## src/rtl/ptp_tod_reg_pkg.sv

```systemverilog
// Shared constants and types for the PTP time-of-day register-write responder.
package ptp_tod_reg_pkg;

    localparam logic [3:0] TOD_FNS_OFF   = 4'h0;
    localparam logic [3:0] TOD_NS_OFF    = 4'h4;
    localparam logic [3:0] TOD_SEC_L_OFF = 4'h8;
    localparam logic [3:0] TOD_SEC_H_OFF = 4'hC;

    localparam logic [31:0] NS_PER_SEC = 32'd1_000_000_000;

    localparam int TOD_REG_BYTES = 4;

    // Layout of the 96-bit ToD word: {sec[47:0], ns[31:0], fns[15:0]}
    localparam int TOD_SEC_MSB = 95;
    localparam int TOD_SEC_LSB = 48;
    localparam int TOD_NS_MSB  = 47;
    localparam int TOD_NS_LSB  = 16;
    localparam int TOD_FNS_MSB = 15;
    localparam int TOD_FNS_LSB = 0;

    typedef enum logic [1:0] {
        TOD_ST_IDLE   = 2'd0,
        TOD_ST_COMMIT = 2'd1,
        TOD_ST_ACK    = 2'd2
    } tod_state_e;

endpackage

```

## src/rtl/reg_strb_merge.sv

```systemverilog
// Combinational byte-strobe merge of a write word into a 32-bit register value.
module reg_strb_merge
    import ptp_tod_reg_pkg::*;
(
    input  logic [31:0]              cur_val,
    input  logic [31:0]              wr_data,
    input  logic [TOD_REG_BYTES-1:0] wr_strb,
    output logic [31:0]              merged
);

    always_comb begin
        merged = cur_val;
        for (int b = 0; b < TOD_REG_BYTES; b++) begin
            if (wr_strb[b]) begin
                merged[b*8 +: 8] = wr_data[b*8 +: 8];
            end
        end
    end

endmodule

```

## src/rtl/ptp_tod_reg_wr_responder.sv

```systemverilog
// PTP ToD register-write responder: shadows fns/ns/sec and commits the 96-bit ToD.
// Optional commit-ack timeout enabled by defining PTP_TOD_WR_TIMEOUT_EN.
module ptp_tod_reg_wr_responder
    import ptp_tod_reg_pkg::*;
#(
    parameter int                      REG_ADDR_WIDTH = 16,
    parameter int                      REG_DATA_WIDTH = 32,
    parameter int                      REG_STRB_WIDTH = REG_DATA_WIDTH / 8,
    parameter logic [REG_ADDR_WIDTH-1:0] RB_BASE_ADDR = 16'h0200,
    parameter int                      ACK_TIMEOUT    = 1024
) (
    input  logic                      clk,
    input  logic                      rst,
    input  logic [REG_ADDR_WIDTH-1:0] reg_wr_addr,
    input  logic [REG_DATA_WIDTH-1:0] reg_wr_data,
    input  logic [REG_STRB_WIDTH-1:0] reg_wr_strb,
    input  logic                      reg_wr_en,
    output logic                      reg_wr_wait,
    output logic                      reg_wr_ack,
    output logic                      ts_tod_wr_en,
    output logic [95:0]               ts_tod_wr_ts,
    input  logic                      ts_tod_wr_ack,
    output logic [15:0]               commit_count,
    output logic                      status_err
);

    tod_state_e  state;

    logic [15:0] fns_sh;
    logic [31:0] ns_sh;
    logic [31:0] sec_l_sh;
    logic [15:0] sec_h_sh;

    logic [31:0] fns_mrg;
    logic [31:0] ns_mrg;
    logic [31:0] sec_l_mrg;
    logic [31:0] sec_h_mrg;

    logic        hit;
    logic        accept;
    logic        is_trig;
    logic        ns_in_range;
    logic        tmo_hit;
    logic        unused_hi;

    assign hit         = (reg_wr_addr[REG_ADDR_WIDTH-1:4] == RB_BASE_ADDR[REG_ADDR_WIDTH-1:4]);
    // A request still held on the cycle its ack is visible is the same request, not a new one
    assign accept      = reg_wr_en && hit && (state == TOD_ST_IDLE) && !reg_wr_ack;
    assign is_trig     = (reg_wr_addr[3:0] == TOD_SEC_H_OFF);
    assign ns_in_range = (ns_sh < NS_PER_SEC);
    assign unused_hi   = ^{fns_mrg[31:16], sec_h_mrg[31:16]};

    reg_strb_merge u_fns_merge (
        .cur_val ({16'h0000, fns_sh}),
        .wr_data (reg_wr_data),
        .wr_strb (reg_wr_strb),
        .merged  (fns_mrg)
    );

    reg_strb_merge u_ns_merge (
        .cur_val (ns_sh),
        .wr_data (reg_wr_data),
        .wr_strb (reg_wr_strb),
        .merged  (ns_mrg)
    );

    reg_strb_merge u_sec_l_merge (
        .cur_val (sec_l_sh),
        .wr_data (reg_wr_data),
        .wr_strb (reg_wr_strb),
        .merged  (sec_l_mrg)
    );

    reg_strb_merge u_sec_h_merge (
        .cur_val ({16'h0000, sec_h_sh}),
        .wr_data (reg_wr_data),
        .wr_strb (reg_wr_strb),
        .merged  (sec_h_mrg)
    );

`ifdef PTP_TOD_WR_TIMEOUT_EN
    localparam logic [15:0] TMO_LAST = 16'(ACK_TIMEOUT - 1);

    logic [15:0] tmo_cnt;

    // Counts completed COMMIT cycles; restarts on every entry into COMMIT
    always_ff @(posedge clk) begin
        if (rst || state != TOD_ST_COMMIT) begin
            tmo_cnt <= '0;
        end else begin
            tmo_cnt <= tmo_cnt + 16'd1;
        end
    end

    assign tmo_hit = (state == TOD_ST_COMMIT) && !ts_tod_wr_ack && (tmo_cnt == TMO_LAST);
`else
    localparam int unused_ack_timeout = ACK_TIMEOUT;

    assign tmo_hit = 1'b0;
`endif

    always_ff @(posedge clk) begin
        if (rst) begin
            state        <= TOD_ST_IDLE;
            reg_wr_ack   <= 1'b0;
            reg_wr_wait  <= 1'b0;
            ts_tod_wr_en <= 1'b0;
            ts_tod_wr_ts <= '0;
            commit_count <= '0;
            status_err   <= 1'b0;
            fns_sh       <= '0;
            ns_sh        <= '0;
            sec_l_sh     <= '0;
            sec_h_sh     <= '0;
        end else begin
            reg_wr_ack <= 1'b0;
            case (state)
                TOD_ST_IDLE: begin
                    if (accept) begin
                        case (reg_wr_addr[3:0])
                            TOD_FNS_OFF:   fns_sh   <= fns_mrg[15:0];
                            TOD_NS_OFF:    ns_sh    <= ns_mrg;
                            TOD_SEC_L_OFF: sec_l_sh <= sec_l_mrg;
                            TOD_SEC_H_OFF: sec_h_sh <= sec_h_mrg[15:0];
                            default: ;
                        endcase
                        if (is_trig && ns_in_range) begin
                            ts_tod_wr_ts[TOD_SEC_MSB:TOD_SEC_LSB] <= {sec_h_mrg[15:0], sec_l_sh};
                            ts_tod_wr_ts[TOD_NS_MSB:TOD_NS_LSB]   <= ns_sh;
                            ts_tod_wr_ts[TOD_FNS_MSB:TOD_FNS_LSB] <= fns_sh;
                            ts_tod_wr_en <= 1'b1;
                            reg_wr_wait  <= 1'b1;
                            state        <= TOD_ST_COMMIT;
                        end else begin
                            // Out-of-range ns rejects the commit but still completes the write
                            reg_wr_ack <= 1'b1;
                            if (is_trig) begin
                                status_err <= 1'b1;
                            end
                        end
                    end
                end
                TOD_ST_COMMIT: begin
                    if (ts_tod_wr_ack) begin
                        ts_tod_wr_en <= 1'b0;
                        commit_count <= commit_count + 16'd1;
                        state        <= TOD_ST_ACK;
                    end else if (tmo_hit) begin
                        ts_tod_wr_en <= 1'b0;
                        status_err   <= 1'b1;
                        state        <= TOD_ST_ACK;
                    end
                end
                TOD_ST_ACK: begin
                    reg_wr_ack  <= 1'b1;
                    reg_wr_wait <= 1'b0;
                    state       <= TOD_ST_IDLE;
                end
                default: begin
                    state <= TOD_ST_IDLE;
                end
            endcase
        end
    end

endmodule

```

## config.mk

```make
export PLATFORM = sky130hd
export DESIGN_NAME = ptp_tod_reg_wr_responder
export DESIGN_NICKNAME = d
export VERILOG_FILES = /design/src/rtl/ptp_tod_reg_pkg.sv /design/src/rtl/reg_strb_merge.sv /design/src/rtl/ptp_tod_reg_wr_responder.sv
export SDC_FILE = /design/constraint.sdc
export NUM_CORES = 1
export LEC_CHECK = 0
export BUFFER_PORTS_ARGS = -buffer_cell sky130_fd_sc_hd__buf_2
export CAP_MARGIN = 20
export CORE_MARGIN = 5
export CORE_UTILIZATION = 37
export CTS_CLUSTER_SIZE = 30
export DETAILED_ROUTE_END_ITERATION = 8
export PLACE_DENSITY = 0.57
export SYNTH_ARGS = -nofsm -noshare
export SYNTH_HDL_FRONTEND = slang
export SYNTH_HIERARCHICAL = 1
export SYNTH_SLANG_ARGS = --single-unit
export TNS_END_PERCENT = 30
```

## constraint.sdc

```tcl
create_clock -name clk -period 1.9 [get_ports clk]
set_clock_uncertainty 0.05 [all_clocks]
set_input_delay 0.19 -clock clk [delete_from_list [all_inputs] [get_ports clk]]
set_output_delay 0.19 -clock clk [all_outputs]
set_load 0.02 [all_outputs]
```

# Word level (Yosys, flattened, before mapping)
# Index checks and enable logic that the tools add are counted.
op_classes:
  n_lt_le_gt_ge: 1
  n_eq_ne: 9
  n_mux: 14
  shifts: 0
  n_mul: 0
  div_mod_pow: 0
  n_addsub: 1
  n_reduce_logical: 26
  bitwise: 1
op_table:
  columns: ["operator", "n"]
  rows:
  - ["4-bit AND reduction", 12]
  - ["32-bit by 30-bit < comparator with 1-bit output, second input constant", 1]
  - ["16-bit by 1-bit adder with 16-bit output, second input constant", 1]
  - ["8-bit two-way mux", 2]
  - ["12-bit by 6-bit equality test with 1-bit output, second input constant", 1]
  - ["3-bit AND reduction", 4]
  - ["4-bit equality test, second input constant", 2]
  - ["2-bit two-way mux", 3]
  - ["1-bit one-hot mux with 2 select lines", 3]
  - ["1-bit two-way mux", 5]
  - ["4-bit by 3-bit equality test with 1-bit output, second input constant", 1]
  - ["1-bit logical AND", 4]
  - ["4-bit logical NOT", 1]
  - ["2-bit != test, second input constant", 2]
  - ["2-bit one-hot mux with 2 select lines", 1]
  - ["2-bit nonzero test", 2]
  - ["2-bit by 1-bit equality test with 1-bit output, second input constant", 1]
  - ["2-bit equality test, second input constant", 1]
  - ["2-bit logical NOT", 1]
  - ["2-bit by 1-bit != test with 1-bit output, second input constant", 1]
  - ["2-bit AND reduction", 1]
  - ["1-bit logical NOT", 1]
  - ["1-bit NOT", 1]
word_totals:
  in_bits: 56
  word_cells: 70
  regBits: 214
  n_memories: 0
  latchBits: 0
  mem_bits_ro: 0
  output_inout_bits: 116
  ramBits: 0

# Longest topological paths before layout
# Gate-level depths: netlist of run 1.
depth:
  depth_word: 6
  ltp_mapped: 8
  depth_no_buf: 6

# Cells and area by module
# The synthesis of run 1 kept the hierarchy.
by_module_without_submodules:
  columns: ["module", "seq_area_each_um2", "cells_per_inst", "n_inst", "area_per_inst_um2"]
  rows:
  - ["ptp_tod_reg_wr_responder", 4284.1, 977, 1, 8235.4]
  - ["reg_strb_merge", 0.0, 36, 4, 525.5]

# Worst setup path before layout of run 1
# Ideal clock, no wire load.
synth_timing:
  path_kind: "flip-flop to flip-flop"
  startpoint: "reg ns_sh[26]"
  endpoint: "reg ts_tod_wr_ts[10]"
  path_buffers: 3
  setup_slack_ns: 0.116
  arrival_ns: 1.601
  path_stages_with_launch: 9
  required_time_ns: 1.718
  path_cell_list: "dfxtp_1 > nor4b_4 > o311ai_2 > o21a_1 > buf_6 > buf_6 > buf_2 > nand4_1 > a21oi_1"
synth_via:
  elab_chain_len: 3
synth_rtl:
  columns: ["element", "line_no", "source"]
  rows:
  - ["start: declaration", "ptp_tod_reg_wr_responder.sv:30", "logic [31:0] ns_sh;"]
  - ["start signal: assignment", "ptp_tod_reg_wr_responder.sv:122", "TOD_NS_OFF: ns_sh <= ns_mrg;"]
  - ["32-bit by 30-bit < comparator with 1-bit output", "ptp_tod_reg_wr_responder.sv:50", "assign ns_in_range = (ns_sh < NS_PER_SEC);"]
  - ["1-bit logical AND", "ptp_tod_reg_wr_responder.sv:127", "if (is_trig && ns_in_range) begin"]
  - ["3-bit AND reduction (no line)", null, null]
  - ["end signal: indexed assignment", "ptp_tod_reg_wr_responder.sv:128", "ts_tod_wr_ts[TOD_SEC_MSB:TOD_SEC_LSB] <= {sec_h_mrg[15:0], sec_l_sh};"]
  - ["end signal: indexed assignment", "ptp_tod_reg_wr_responder.sv:129", "ts_tod_wr_ts[TOD_NS_MSB:TOD_NS_LSB] <= ns_sh;"]
  - ["end signal: indexed assignment", "ptp_tod_reg_wr_responder.sv:130", "ts_tod_wr_ts[TOD_FNS_MSB:TOD_FNS_LSB] <= fns_sh;"]
  - ["end: declaration", "ptp_tod_reg_wr_responder.sv:21", "output logic [95:0] ts_tod_wr_ts,"]
# No other way between the ends.
# A chain may end at the register's enable or synchronous reset.

# Final worst setup path of run 1
layout_timing:
  startpoint: "reg ns_sh[30]"
  endpoint: "reg ts_tod_wr_ts[85]"
# Same word-level chain as after synthesis.

==> results.cfg, run 1 <==
[power]
switchingPower_mw = 2.18
ir_worst_vdd_uv = 583
power_leakage_nw = 5.10
sw_frac_of_total = 0.219
internal_power_mw = 7.74
cellPowerDensity_nw_per_um2 = 791
seq_power_share = 0.453
p_comb_frac = 0.055
clkPwrFrac = 0.492

[setup_path]
worstPathRequired_ps = 2290
crit_cells = 7
path_class = reg2reg
cp-start-kind = register
path_common_cell = buf_12
crit_slowest_cell = nor4b_4
critPathMaxStageDelay_ps = 380
reg2regPathDepth = 7
crit_fanout = 12
crit_buf_inv = 2
cp-end-kind = register
cp.arrival_ps = 2300
crit_family = compound AO/OA/AOI/OAI gates
cp_cell_sequence = nor4b_4 > o311ai_4 > o211ai_4 > buf_12 > buf_12 > o21ai_0 > a21oi_1

[final_layout]
diodes = 0
nFillCells = 2498
post-route-util = 0.481
synthToLayoutAreaGrowth_pct = 27.7
layout.nets = 1314
drive_above_1_share = 0.325

[clock_tree]
cts.path.max_buffers = 3
insertion_delay_ps = 520
clkTransAtPathRegs_ps = 60
root_buffer = clkbuf_16
clock-sinks = 214
htreeDepth = 1
cts_tree = built
cts_buffers = 26

[detailed_routing]
via_per_inst = 5.35
drt-initial-drc-count = 581
vias = 8619
drtPass1Iterations = 5
wl_um = 31100
wl_per_cell_um = 19.3
ant_nets = 0
remaining_drc_errors = 0

[placement]
routabilityCongestion = 0.795
place_ws_ps = -20.2
portBuffers = 171
hpwl_um = 19600

[timing]
period_minus_slack_ps = 1900
rsz0062_at_grt = true
fin_ws_ps = -2.48
setup_viol = 1
fin_crit_sh = 1.00
fmaxAchievable_mhz = 526
final_hold_viol_count = 0
drv_slew = 0
worstMarginPinSlew_ps = 768
relSlewSlack = 0.481

[logic_synthesis]
avgSynthCellArea_um2 = 9.05
synth_area_um2 = 9810
syn_inst = 1084
ys.warnings.count = 6
syn_nets = 1141

[job]
cap_violations = 0

[hold_path]
hold_depth = 4
min_path_type = in2reg

[global_route]
track_usage = 0.186
grt_pass1_wl_um = 47100
grt_pass1_vias = 8322
overflow = 0
grt_max_degree = 90
antenna_found_initial = 1

[floorplan]
rows = 59
ios = 172
initial_core_util = 0.376
chipHeight_um = 173
core_area_um2 = 26100
die-area_um2 = 29900
die_x_um = 173

[status]
status = finished, violations left
violations = negative setup slack
==> stage by stage <==
stage          instance area [um2]  hold slack (ps)  setup TNS (ps)  std cells  power [mW]
6_report                     12500             53.8           -2.48       1610        9.91
3_3_place_gp                 11300              391               0       1546        5.11
4_1_cts                      12200             29.9               0       1593        9.99
5_1_grt                      12500             42.7           -2700       1610        10.2
2_1_floorplan                 9810              328               0       1084        4.94
3_5_place_dp                 11300              397           -36.3       1546        5.11
==> worst reg2reg max path: stages, from the launching register on <==
cell and delay, ps:
dfxtp_2 330, nor4b_4 380, o311ai_4 200, o211ai_4 320
buf_12 170, buf_12 160, o21ai_0 90, a21oi_1 130
==> worst paths after layout <==
kind                                 startpoint                to  slack, ps
worst max-delay path                  ns_sh[30]  ts_tod_wr_ts[85]         -2
worst min-delay path            reg_wr_data[20]      sec_l_sh[20]         50
worst max register to register        ns_sh[30]  ts_tod_wr_ts[85]         -2
worst min register to register      sec_h_sh[0]       sec_h_sh[0]        410
==> cell type report <==
class | count | area (um2) | area share
clock buffer | 40 | 795 | 0.0634
clock inverter | 6 | 55.1 | 0.00440
inverter | 4 | 15.0 | 0.00120
multi-input combinational | 759 | 5050 | 0.403
sequential | 214 | 4290 | 0.342
tap | 335 | 419 | 0.0335
timing repair buffer | 252 | 1900 | 0.152
==> registers in the layout, indices dropped and copies added (netlist names) <==
register / flops
fns_sh: 16
status_err: 1
ns_sh: 32
commit_count: 16
ts_tod_wr_ts: 96
sec_h_sh: 16
reg_wr_ack: 1
state: 2
ts_tod_wr_en: 1
reg_wr_wait: 1
sec_l_sh: 32
==> power by group through the flow <==
stage                     Sequential [mW]  Combinational [mW]  Clock (mW)
after global placement               4.59               0.527           0
after CTS                            4.49               0.531        4.97
final                                4.49               0.546        4.88
after global routing                 4.49               0.570        5.17
after floorplan                      4.59               0.350           0
after detailed placement             4.59               0.527           0
==> routing by layer <==
metal,GRT usage,routed length [um],up-vias
met5,0,11,-
met4,0.0367,583,2
met3,0.0393,1780,42
met2,0.289,13700,227
met1,0.270,15000,4144
li1,-,-,4204
==> placed cells by master, fill, tap and decap left out, types with 6 or more instances in the layout <==
| cell type | n |
|---|---|
| dfxtp_1 | 211 |
| buf_4 | 44 |
| o21ai_0 | 78 |
| a21oi_1 | 181 |
| o21ai_1 | 18 |
| nand3_1 | 6 |
| clkbuf_16 | 31 |
| xor2_1 | 6 |
| clkbuf_8 | 7 |
| xnor2_1 | 7 |
| clkbuf_1 | 6 |
| nor2_1 | 33 |
| buf_12 | 27 |
| nand4_1 | 98 |
| mux2_4 | 96 |
| mux2i_1 | 16 |
| nand2_1 | 168 |
| buf_2 | 170 |
==> repair_timing <==
item	in CTS	in global routing
resized for setup	1	47
endpoints found under the setup margin	37	196
hold buffers	1	0
buffers inserted	0	10
cloned	0	7
endpoints found under the hold margin	2	0
pin swaps	0	15
(Power assumes the default switching activity.)
==> run 2: changes to the inputs <==
--- a/config.mk
+++ b/config.mk
@@ -11,9 +11,11 @@
 export CORE_UTILIZATION = 37
 export CTS_CLUSTER_SIZE = 30
 export DETAILED_ROUTE_END_ITERATION = 8
+export GPL_TIMING_DRIVEN = 0
 export PLACE_DENSITY = 0.57
+export REMOVE_ABC_BUFFERS = 1
 export SYNTH_ARGS = -nofsm -noshare
 export SYNTH_HDL_FRONTEND = slang
 export SYNTH_HIERARCHICAL = 1
 export SYNTH_SLANG_ARGS = --single-unit
-export TNS_END_PERCENT = 30
+export TNS_END_PERCENT = 50
==> run 2 against run 1 <==
Compared with the run above: the run still ends with negative setup slack left; die area unchanged; routed wire length increased by 2.0%; critical path depth increased by 1; clock power decreased by 6.6%; sequential power about the same; sequential share of layout area increased by 0.34 points; final cell count decreased by 1.5%; global-route usage increased by 1.4 points; non-clock buffer count decreased by 24; power decreased by 3.7%.
==> results.cfg, run 2 (synthesis gave the netlist of run 1 again) <==
[status]
status = finished, violations left
violations = negative setup slack

[timing]
setup_viol = 189
fmaxAchievable_mhz = 490
rsz0062_at_grt = true
period_minus_slack_ps = 2040
fin_crit_sh = 1.07
relSlewSlack = 0.290
drv_slew = 0
finalSetupTns_ps = -15320
worstMarginPinSlew_ps = 1070
worst_hold_slack_ps = 21.9
final_hold_viol_count = 0
fin_ws_ps = -141

[hold_path]
min_path_type = in2reg

[power]
total_power_mw = 9.55
power_leakage_nw = 4.98
ir_worst_vdd_uv = 657
cellPowerDensity_nw_per_um2 = 769

[placement]
place_ws_ps = -1000
hpwl_um = 17100
routabilityCongestion = 0.792
portBuffers = 171

[clock_tree]
cts_tree = built
insertion_delay_ps = 530
htreeDepth = 1
root_buffer = clkbuf_16
clkTransAtPathRegs_ps = 60
cts.path.max_buffers = 3
clock-sinks = 214
cts_buffers = 25

[floorplan]
initial_core_util = 0.376
die-area_um2 = 29900
core_area_um2 = 26100
rows = 59
ios = 172
chipHeight_um = 173
die_x_um = 173

[detailed_routing]
drtPass1Iterations = 7
remaining_drc_errors = 0
wl_per_cell_um = 20.0
via_per_inst = 5.48
wl_um = 31700
ant_nets = 0
vias = 8692
drt-initial-drc-count = 606

[setup_path]
crit_fanout = 22
path_class = in2reg
cp.arrival_ps = 2370
cp-end-kind = register
worstPathRequired_ps = 2230
cp-start-kind = input pin

[global_route]
grt_pass1_vias = 8566
grt_max_degree = 128
grt_pass1_wl_um = 49800
antenna_found_initial = 0
track_usage = 0.200
overflow = 0

[job]
cap_violations = 0

[final_layout]
layout.nets = 1293
final_cell_mix = dfxtp_1 (208), a21oi_1 (177), buf_2 (170)
largest_register_ffs = 96
drive_above_1_share = 0.321
layout_commonest_cell = dfxtp_1
diodes = 0
synthToLayoutAreaGrowth_pct = 26.7
top_register = ts_tod_wr_ts
largestRegisters = ts_tod_wr_ts (96), ns_sh (32), sec_l_sh (32)
post-route-util = 0.477
==> run 2: cell count changes in the layout (fill, tap and decap cells not counted), sizes merged <==
cell	delta
dlygate4sd3	+1
buf	-22
clkinv	+1
clkbuf	-11
and4b	+1
clkinvlp	+1
and3	+1
bufbuf	+1
o311a	+1
inv	+1
o21a	+1
==> run 2: what timing repair did <==
item	in CTS	in global routing
buffers inserted	33	1
hold endpoints to repair	3	0
pin swaps	22	0
resized for setup	43	22
setup endpoints to repair	197	195
gates cloned	9	0
hold buffers	2	0
==> run 2: power breakdown <==
part | switching, mW | internal [mW]
logic | 0.256 | 0.253
clock network | 1.90 | 2.65
registers | 0.0000112 | 4.48
==> run 2: worst max-delay path: stages <==
cell and delay (ps):
buf_2 100, nor4_1 810, and4_4 520, buf_4 150, nand3_4 190, buf_16 260, nand2_1 80, a21oi_1 60
==> run 2: cell type report <==
| type | instances | area (um2) |
|---|---|---|
| Clock buffer | 33 | 686 |
| Clock inverter | 9 | 76.3 |
| Timing Repair Buffer | 228 | 1790 |
| Inverter | 4 | 15.0 |
| Sequential cell | 214 | 4300 |
| Tap cell | 335 | 419 |
| Multi-Input combinational cell | 763 | 5150 |
| Fill cell | 2461 | 13600 |
==> run 2: worst paths after layout <==
check	from	to	slack (ps)	cells after the start
hold / removal	reg_wr_data[29]	sec_l_sh[29]	20	4
setup / recovery	reg_wr_addr[4]	ns_sh[7]	-140	8
setup reg to reg	state[1]	ns_sh[7]	-70	7
hold reg to reg	sec_h_sh[6]	sec_h_sh[6]	410	2
==> run 2: metal layers <==
layer  share of wire  vias up  global-route usage
met5               0        -                   0
met4           0.015        0              0.0387
met3           0.051       37              0.0365
met2            0.47      222               0.327
met1            0.47     4245               0.280
li1                -     4188                   -
==> run 2: metrics by stage <==
| stage | instance area [um2] | cells |
|---|---|---|
| 2_1_floorplan | 9240 | 976 |
| 3_3_place_gp | 10500 | 1482 |
| 3_5_place_dp | 10900 | 1498 |
| 4_1_cts | 12400 | 1584 |
| 5_1_grt | 12400 | 1586 |
| 6_report | 12400 | 1586 |
